`config.mk`:
```
export PLATFORM = sky130hd
export DESIGN_NAME = spec_issue_scheduler
export DESIGN_NICKNAME = d
export VERILOG_FILES = /design/src/rtl/spec_issue_scheduler_pkg.sv /design/src/rtl/spec_pair_conflict_check.sv /design/src/rtl/spec_issue_scheduler.sv
export SDC_FILE = /design/constraint.sdc
export NUM_CORES = 1
export LEC_CHECK = 0
export BUFFER_PORTS_ARGS = -buffer_cell sky130_fd_sc_hd__buf_2
export CAP_MARGIN = 20
export CELL_PAD_IN_SITES_DETAIL_PLACEMENT = 2
export CELL_PAD_IN_SITES_GLOBAL_PLACEMENT = 2
export CORE_ASPECT_RATIO = 0.9
export CORE_MARGIN = 5
export CORE_UTILIZATION = 30
export DETAILED_ROUTE_END_ITERATION = 6
export PLACE_DENSITY = 0.86
export SLEW_MARGIN = 20
export SYNTH_ARGS = -nofsm -noshare
export SYNTH_HDL_FRONTEND = slang
export SYNTH_SLANG_ARGS = --single-unit
```
`constraint.sdc`:
```
create_clock -name clk -period 8.7 [get_ports clk]
set_input_delay 0.87 -clock clk [delete_from_list [all_inputs] [get_ports clk]]
set_output_delay 0.87 -clock clk [all_outputs]
set_load 0.02 [all_outputs]
```
`src/rtl/spec_issue_scheduler_pkg.sv`:
```
// spec_issue_scheduler_pkg: shared field positions and FSM state encoding.
// Exports DST_LSB, SRC2_LSB, SRC1_LSB (instruction byte fields), MC_CLASS_HI/LO
// (multi-cycle class bits of the micro-code word) and state_t {IDLE, HELD}.
package spec_issue_scheduler_pkg;
   localparam int DST_LSB     = 0;
   localparam int SRC2_LSB    = 8;
   localparam int SRC1_LSB    = 16;
   localparam int MC_CLASS_HI = 11;
   localparam int MC_CLASS_LO = 5;
   typedef enum logic {IDLE, HELD} state_t;
endpackage

```
`src/rtl/spec_pair_conflict_check.sv`:
```
// spec_pair_conflict_check: decides whether a normal and a speculative op may dual-issue.
// Ports: norm_micro_code/norm_instr, spec_micro_code/spec_instr (in, 32 each);
// conflict (out) is high on shared resource, multi-cycle normal op, or spec source reading norm dest.
module spec_pair_conflict_check
   import spec_issue_scheduler_pkg::*;
(
   input  logic [31:0] norm_micro_code,
   input  logic [31:0] norm_instr,
   input  logic [31:0] spec_micro_code,
   input  logic [31:0] spec_instr,
   output logic        conflict
);
   logic [7:0] dst;
   logic       unused_bits;
   assign dst = norm_instr[DST_LSB +: 8];
   assign conflict = |(spec_micro_code & norm_micro_code)
                   | |norm_micro_code[MC_CLASS_HI:MC_CLASS_LO]
                   | (spec_instr[SRC1_LSB +: 8] == dst)
                   | (spec_instr[SRC2_LSB +: 8] == dst);
   assign unused_bits = ^{norm_instr[31:8], spec_instr[31:24], spec_instr[7:0]};
endmodule

```
`src/rtl/spec_issue_scheduler.sv`:
```
// spec_issue_scheduler: dual-slot issue controller pairing normal and speculative micro-ops.
// Ports: clk, rst (async, active high); norm_* / spec_* valid-ready inputs; flush kills
// speculative state; stall freezes issue; issue0_*/issue1_* registered issue slots;
// pair_count / defer_count wrapping statistics.
module spec_issue_scheduler
   import spec_issue_scheduler_pkg::*;
#(
   parameter int unsigned BLOCK_CYCLES = 3,
   parameter int unsigned CNT_W        = 16
) (
   input  logic             clk,
   input  logic             rst,
   input  logic             norm_valid,
   input  logic [31:0]      norm_micro_code,
   input  logic [31:0]      norm_instr,
   output logic             norm_ready,
   input  logic             spec_valid,
   input  logic [31:0]      spec_micro_code,
   input  logic [31:0]      spec_instr,
   output logic             spec_ready,
   input  logic             flush,
   input  logic             stall,
   output logic             issue0_valid,
   output logic [31:0]      issue0_micro_code,
   output logic [31:0]      issue0_instr,
   output logic             issue1_valid,
   output logic [31:0]      issue1_micro_code,
   output logic [31:0]      issue1_instr,
   output logic [CNT_W-1:0] pair_count,
   output logic [CNT_W-1:0] defer_count
);
   localparam logic [3:0] BLK = 4'(BLOCK_CYCLES);
   state_t      state, state_nx;
   logic        conflict, acc_n, acc_s, defer, pair, multi;
   logic [3:0]  wait_cnt;
   logic [31:0] hold_mc, hold_instr;

   spec_pair_conflict_check u_conflict (
      .norm_micro_code (norm_micro_code),
      .norm_instr      (norm_instr),
      .spec_micro_code (spec_micro_code),
      .spec_instr      (spec_instr),
      .conflict        (conflict)
   );

   assign acc_n = norm_valid & norm_ready;
   assign acc_s = spec_valid & spec_ready;
   assign pair  = acc_n & acc_s & ~conflict;
   assign defer = acc_n & acc_s & conflict;
   assign multi = |norm_micro_code[MC_CLASS_HI:MC_CLASS_LO];

   always_ff @(posedge clk or posedge rst)
      if (rst) state <= IDLE;
      else     state <= state_nx;

   // Flush leaves HELD even under stall; otherwise HELD exits on the last wait cycle.
   always_comb
      state_nx = (state == HELD) ? ((flush | (~stall & wait_cnt <= 4'd1)) ? IDLE : HELD)
                                 : (defer ? HELD : IDLE);

   always_comb begin
      norm_ready = ~stall & (state == IDLE);
      spec_ready = ~stall & (state == IDLE) & ~flush;
   end

   always_ff @(posedge clk or posedge rst)
      if (rst) begin
         issue0_valid      <= 1'b0;
         issue0_micro_code <= '0;
         issue0_instr      <= '0;
         issue1_valid      <= 1'b0;
         issue1_micro_code <= '0;
         issue1_instr      <= '0;
         hold_mc           <= '0;
         hold_instr        <= '0;
         wait_cnt          <= '0;
         pair_count        <= '0;
         defer_count       <= '0;
      end else begin
         if (state == HELD && flush) begin
            wait_cnt   <= '0;
            hold_mc    <= '0;
            hold_instr <= '0;
         end
         if (!stall) begin
            if (state == HELD) begin
               issue0_valid      <= ~flush & (wait_cnt == 4'd1);
               issue0_micro_code <= hold_mc;
               issue0_instr      <= hold_instr;
               issue1_valid      <= 1'b0;
               if (!flush) wait_cnt <= wait_cnt - 4'd1;
            end else begin
               issue0_valid      <= acc_n | acc_s;
               issue0_micro_code <= acc_n ? norm_micro_code : spec_micro_code;
               issue0_instr      <= acc_n ? norm_instr : spec_instr;
               issue1_valid      <= pair;
               issue1_micro_code <= spec_micro_code;
               issue1_instr      <= spec_instr;
               if (pair) pair_count <= pair_count + 1'b1;
               if (defer) begin
                  hold_mc     <= spec_micro_code;
                  hold_instr  <= spec_instr;
                  wait_cnt    <= multi ? BLK : 4'd1;
                  defer_count <= defer_count + 1'b1;
               end
            end
         end
      end
endmodule

```
==> flow_metrics.py <==
metrics = {
    "status": {
        "status": "completed",
    },
    "timing": {
        "fin_tns_setup_ns": 0,
        "drv_slew": 0,
        "hold_slack_ns": 0.469,
        "setup_viol": 0,
        "fin_crit_ns": 3.81,
        "fin_crit_sh_pct": 43.8,
        "tightestPinTransition_ns": 1.07,
        "finalWorstSetupSlack_ns": 4.89,
        "rsz0062_at_grt": "no",
        "worst_clock_skew_ns": 0.0146,
        "fmax_ghz": 0.262,
        "hold_viol": 0,
        "maxSlewHeadroom_pct": 28.7,
    },
    "critical_path": {
        "crit_fanout": 61,
        "worstPathArrival_ns": 2.94,
        "worstPathBufferInverterCount": 3,
        "rr_endpoint": "defer_count[1]$_DFFE_PP0P_",
        "rrSetupSlack_ns": 5.10,
        "slowest_stage": "or2_4",
        "r2r_cells": 6,
        "path_cells": "buf_4, or2_4, buf_4, nor2_1, buf_2",
        "max_stage_delay_ns": 0.62,
        "critical_path_class": "in2out",
        "crit_path_frequent_cell": "buf_4",
        "r2r-start": "state$_DFF_PP0_",
        "end_kind": "primary output",
        "cp_top_family": "buffers and inverters",
        "start_kind": "input pin",
        "cp.required_ns": 7.83,
    },
    "layout": {
        "stdcell_area_um2": 13800,
        "area_growth_pct": 24.3,
        "drive_above_1_share_pct": 26.3,
        "fin_nets": 1599,
        "final_cells": 1959,
    },
    "worst_hold_path": {
        "hold_end": "issue1_micro_code[11]$_DFFE_PP0P_",
        "hold_depth": 2,
        "hp-class": "reg2reg",
        "hp-start": "issue1_micro_code[11]$_DFFE_PP0P_",
    },
    "logic_synthesis": {
        "synth_nets": 1352,
        "ys_ff_latch": 231,
        "synthTopCellsByArea": "dfrtp_1 52%, nand2_1 13%, mux2i_1 4.4%",
        "synth_top_area_cell": "dfrtp_1",
        "syn_inst": 1214,
        "syn_area_per_cell_um2": 9.12,
        "netlist_area_um2": 11100,
        "ys_async_sr_fraction_pct": 100,
        "ys_types": 43,
        "ys.flop_type": "dfrtp_1",
        "yosysWarnings": 0,
        "synth_top_cell_area_share_pct": 52.2,
        "synth_seq_area_share_pct": 52.2,
        "synth_common_cells": "376 x nand2_1, 231 x dfrtp_1, 66 x clkbuf_1",
        "synth_edf_count": 0,
        "synth.most_common_cell": "nand2_1",
    },
    "place": {
        "dp_worst_setup_slack_ns": 4.44,
        "io_buffers": 297,
        "gp_congestion": 0.808,
        "hpwl_um": 30400,
        "placed_cells": 1908,
        "post_dp_cell_area_um2": 12900,
    },
    "clock_network": {
        "cts_sinks": 231,
        "clk_pin_slew_worst_paths_ns": 0.06,
        "clockBufferDepth": 3,
        "clkLatencyLatePin_ns": 0.54,
        "htreeDepth": 1,
        "cts_setup_buffers": 0,
        "cts_resized": 0,
        "cts_tree": "yes",
        "numCtsBuffers": 27,
        "clock_tree.root_cell": "clkbuf_16",
        "cts_hold_buf": 0,
    },
    "floorplanning": {
        "dieArea_um2": 40800,
        "dieWidth_um": 212,
        "placementRows": 66,
        "coreArea_um2": 36300,
        "start_util_pct": 30.5,
        "io_pins": 298,
        "die_height_um": 192,
    },
    "run": {
        "drv_cap": 0,
    },
    "grt": {
        "grt_overflow": 0,
        "grt_start_max_net_pins": 113,
        "grt_pass1_wl_um": 70000,
        "grt_usage_pct": 21.7,
        "grt_pass1_vias": 11700,
        "grt_antenna_before_repair": 5,
    },
    "pwr": {
        "switching_power_w": 0.000974,
        "ir_drop_v": 0.000121,
        "power_leakage_nw": 6.74,
        "power.internal_w": 0.00208,
        "seqPwrFrac_pct": 43.1,
        "combPwrFrac_pct": 20.0,
        "p_per_area_nw_per_um2": 222,
        "sw_frac_of_total_pct": 31.9,
        "power_frac_clock_pct": 36.9,
    },
    "detailed_routing": {
        "vias": 10400,
        "ant_nets": 0,
        "drt-pass1-iter-count": 4,
        "wl_um": 45500,
        "drc_errors": 0,
        "via_per_inst": 5.32,
        "drt-initial-drc-count": 387,
        "wl_per_cell_um": 23.2,
    },
}
-- state kept, by name, summed over array words and instances, names as in the netlist --
| register | cells |
|---|---|
| issue1_micro_code | 32 |
| issue1_valid | 1 |
| issue1_instr | 32 |
| pair_count | 16 |
| issue0_micro_code | 32 |
| hold_mc | 32 |
| hold_instr | 32 |
| issue0_instr | 32 |
| wait_cnt | 4 |
| state | 1 |
| defer_count | 16 |
| issue0_valid | 1 |
-- worst max-delay path by stage --
stage / start / end / slack, ns / cells after the start
after detailed placement: norm_valid / defer_count[1]$_DFFE_PP0P_ / 4.44 / 7
final: stall / spec_ready / 4.89 / 5
after global routing: stall / spec_ready / 4.79 / 5
after global placement: norm_valid / defer_count[1]$_DFFE_PP0P_ / 4.56 / 7
after floorplan: rst / defer_count[0]$_DFFE_PP0P_ / 1.50 / 1
after CTS: stall / spec_ready / 4.90 / 5
-- metal layers --
metal	wire [um]	track usage [%]	share of wire (%)	vias up
met3	2560	4.03	5.6	66
met1	20300	29.1	45	5401
met2	21600	36.3	47	266
met5	14	0	0.031	-
met4	1040	5.78	2.3	2
li1	-	-	-	4683
-- worst min-delay path: cells and delay by family (launching register included) --
kind,cells,cell delay (ns)
DFF,1,0.34
and+or+nand+nor,2,0.10
-- kinds of logic (layout without fill, tap and decap cells) --
logic type | Yosys count | count (layout) | share of synthesized area (%)
flip-flops | 231 | 231 | 52.2
XOR/XNOR | 36 | 36 | 2.85
adder cells (fa/ha/maj) | 4 | 4 | 0.452
other | 0 | 4 | 0
multiplexers | 51 | 51 | 4.63
AND/OR/NAND/NOR | 537 | 537 | 20.6
AO/OA/AOI/OAI | 257 | 257 | 15.4
buffers and inverters | 98 | 363 | 3.85
-- stage by stage --
step	total power, W	util, %
after detailed placement	0.00194	35.5
after global routing	0.00320	37.9
after floorplan	0.00167	-
final	0.00305	37.9
after CTS	0.00309	37.9
after global placement	0.00190	35.5
-- cell usage in the layout, fill, tap and decap left out, types with 5 or more instances in the layout --
| cell type | Yosys | final |
|---|---|---|
| a21oi_1 | 63 | 63 |
| mux2i_1 | 49 | 49 |
| xnor2_1 | 33 | 33 |
| o41ai_1 | 5 | 5 |
| o22ai_2 | 28 | 28 |
| nand2_1 | 376 | 375 |
| a22oi_1 | 47 | 47 |
| o22ai_1 | 31 | 31 |
| and3_1 | 12 | 11 |
| clkbuf_1 | 66 | 9 |
| inv_1 | 7 | 5 |
| buf_2 | 5 | 295 |
| nand3_1 | 12 | 12 |
| nor2_1 | 65 | 63 |
| o21ai_1 | 14 | 14 |
| nor4_1 | 17 | 17 |
| clkbuf_16 | 0 | 27 |
| nand4_1 | 23 | 23 |
| buf_4 | 6 | 14 |
| dfrtp_1 | 231 | 230 |
| o21ai_0 | 59 | 59 |
| nor3_1 | 7 | 7 |
| clkbuf_8 | 0 | 7 |
| or4_1 | 7 | 7 |
-- area by class of cell --
cell class                      count  area (um2)
Antenna cell                        4        10.0
Clock buffer                       43         806
Clock inverter                      4        48.8
Fill cell                        4064       22600
Inverter                            7        33.8
Multi-Input combinational cell    885        4900
Sequential cell                   231        5780
Tap cell                          476         596
Timing Repair Buffer              309        1580
-- power groups by stage --
stage / combinational (W) / sequential, W / clock, W
floorplan: 0.000262 / 0.00141 / 0
global placement: 0.000585 / 0.00132 / 0
detailed placement: 0.000612 / 0.00133 / 0
CTS: 0.000619 / 0.00131 / 0.00116
global route: 0.000667 / 0.00133 / 0.00120
finish: 0.000609 / 0.00131 / 0.00113
(Power assumes the default switching activity.)
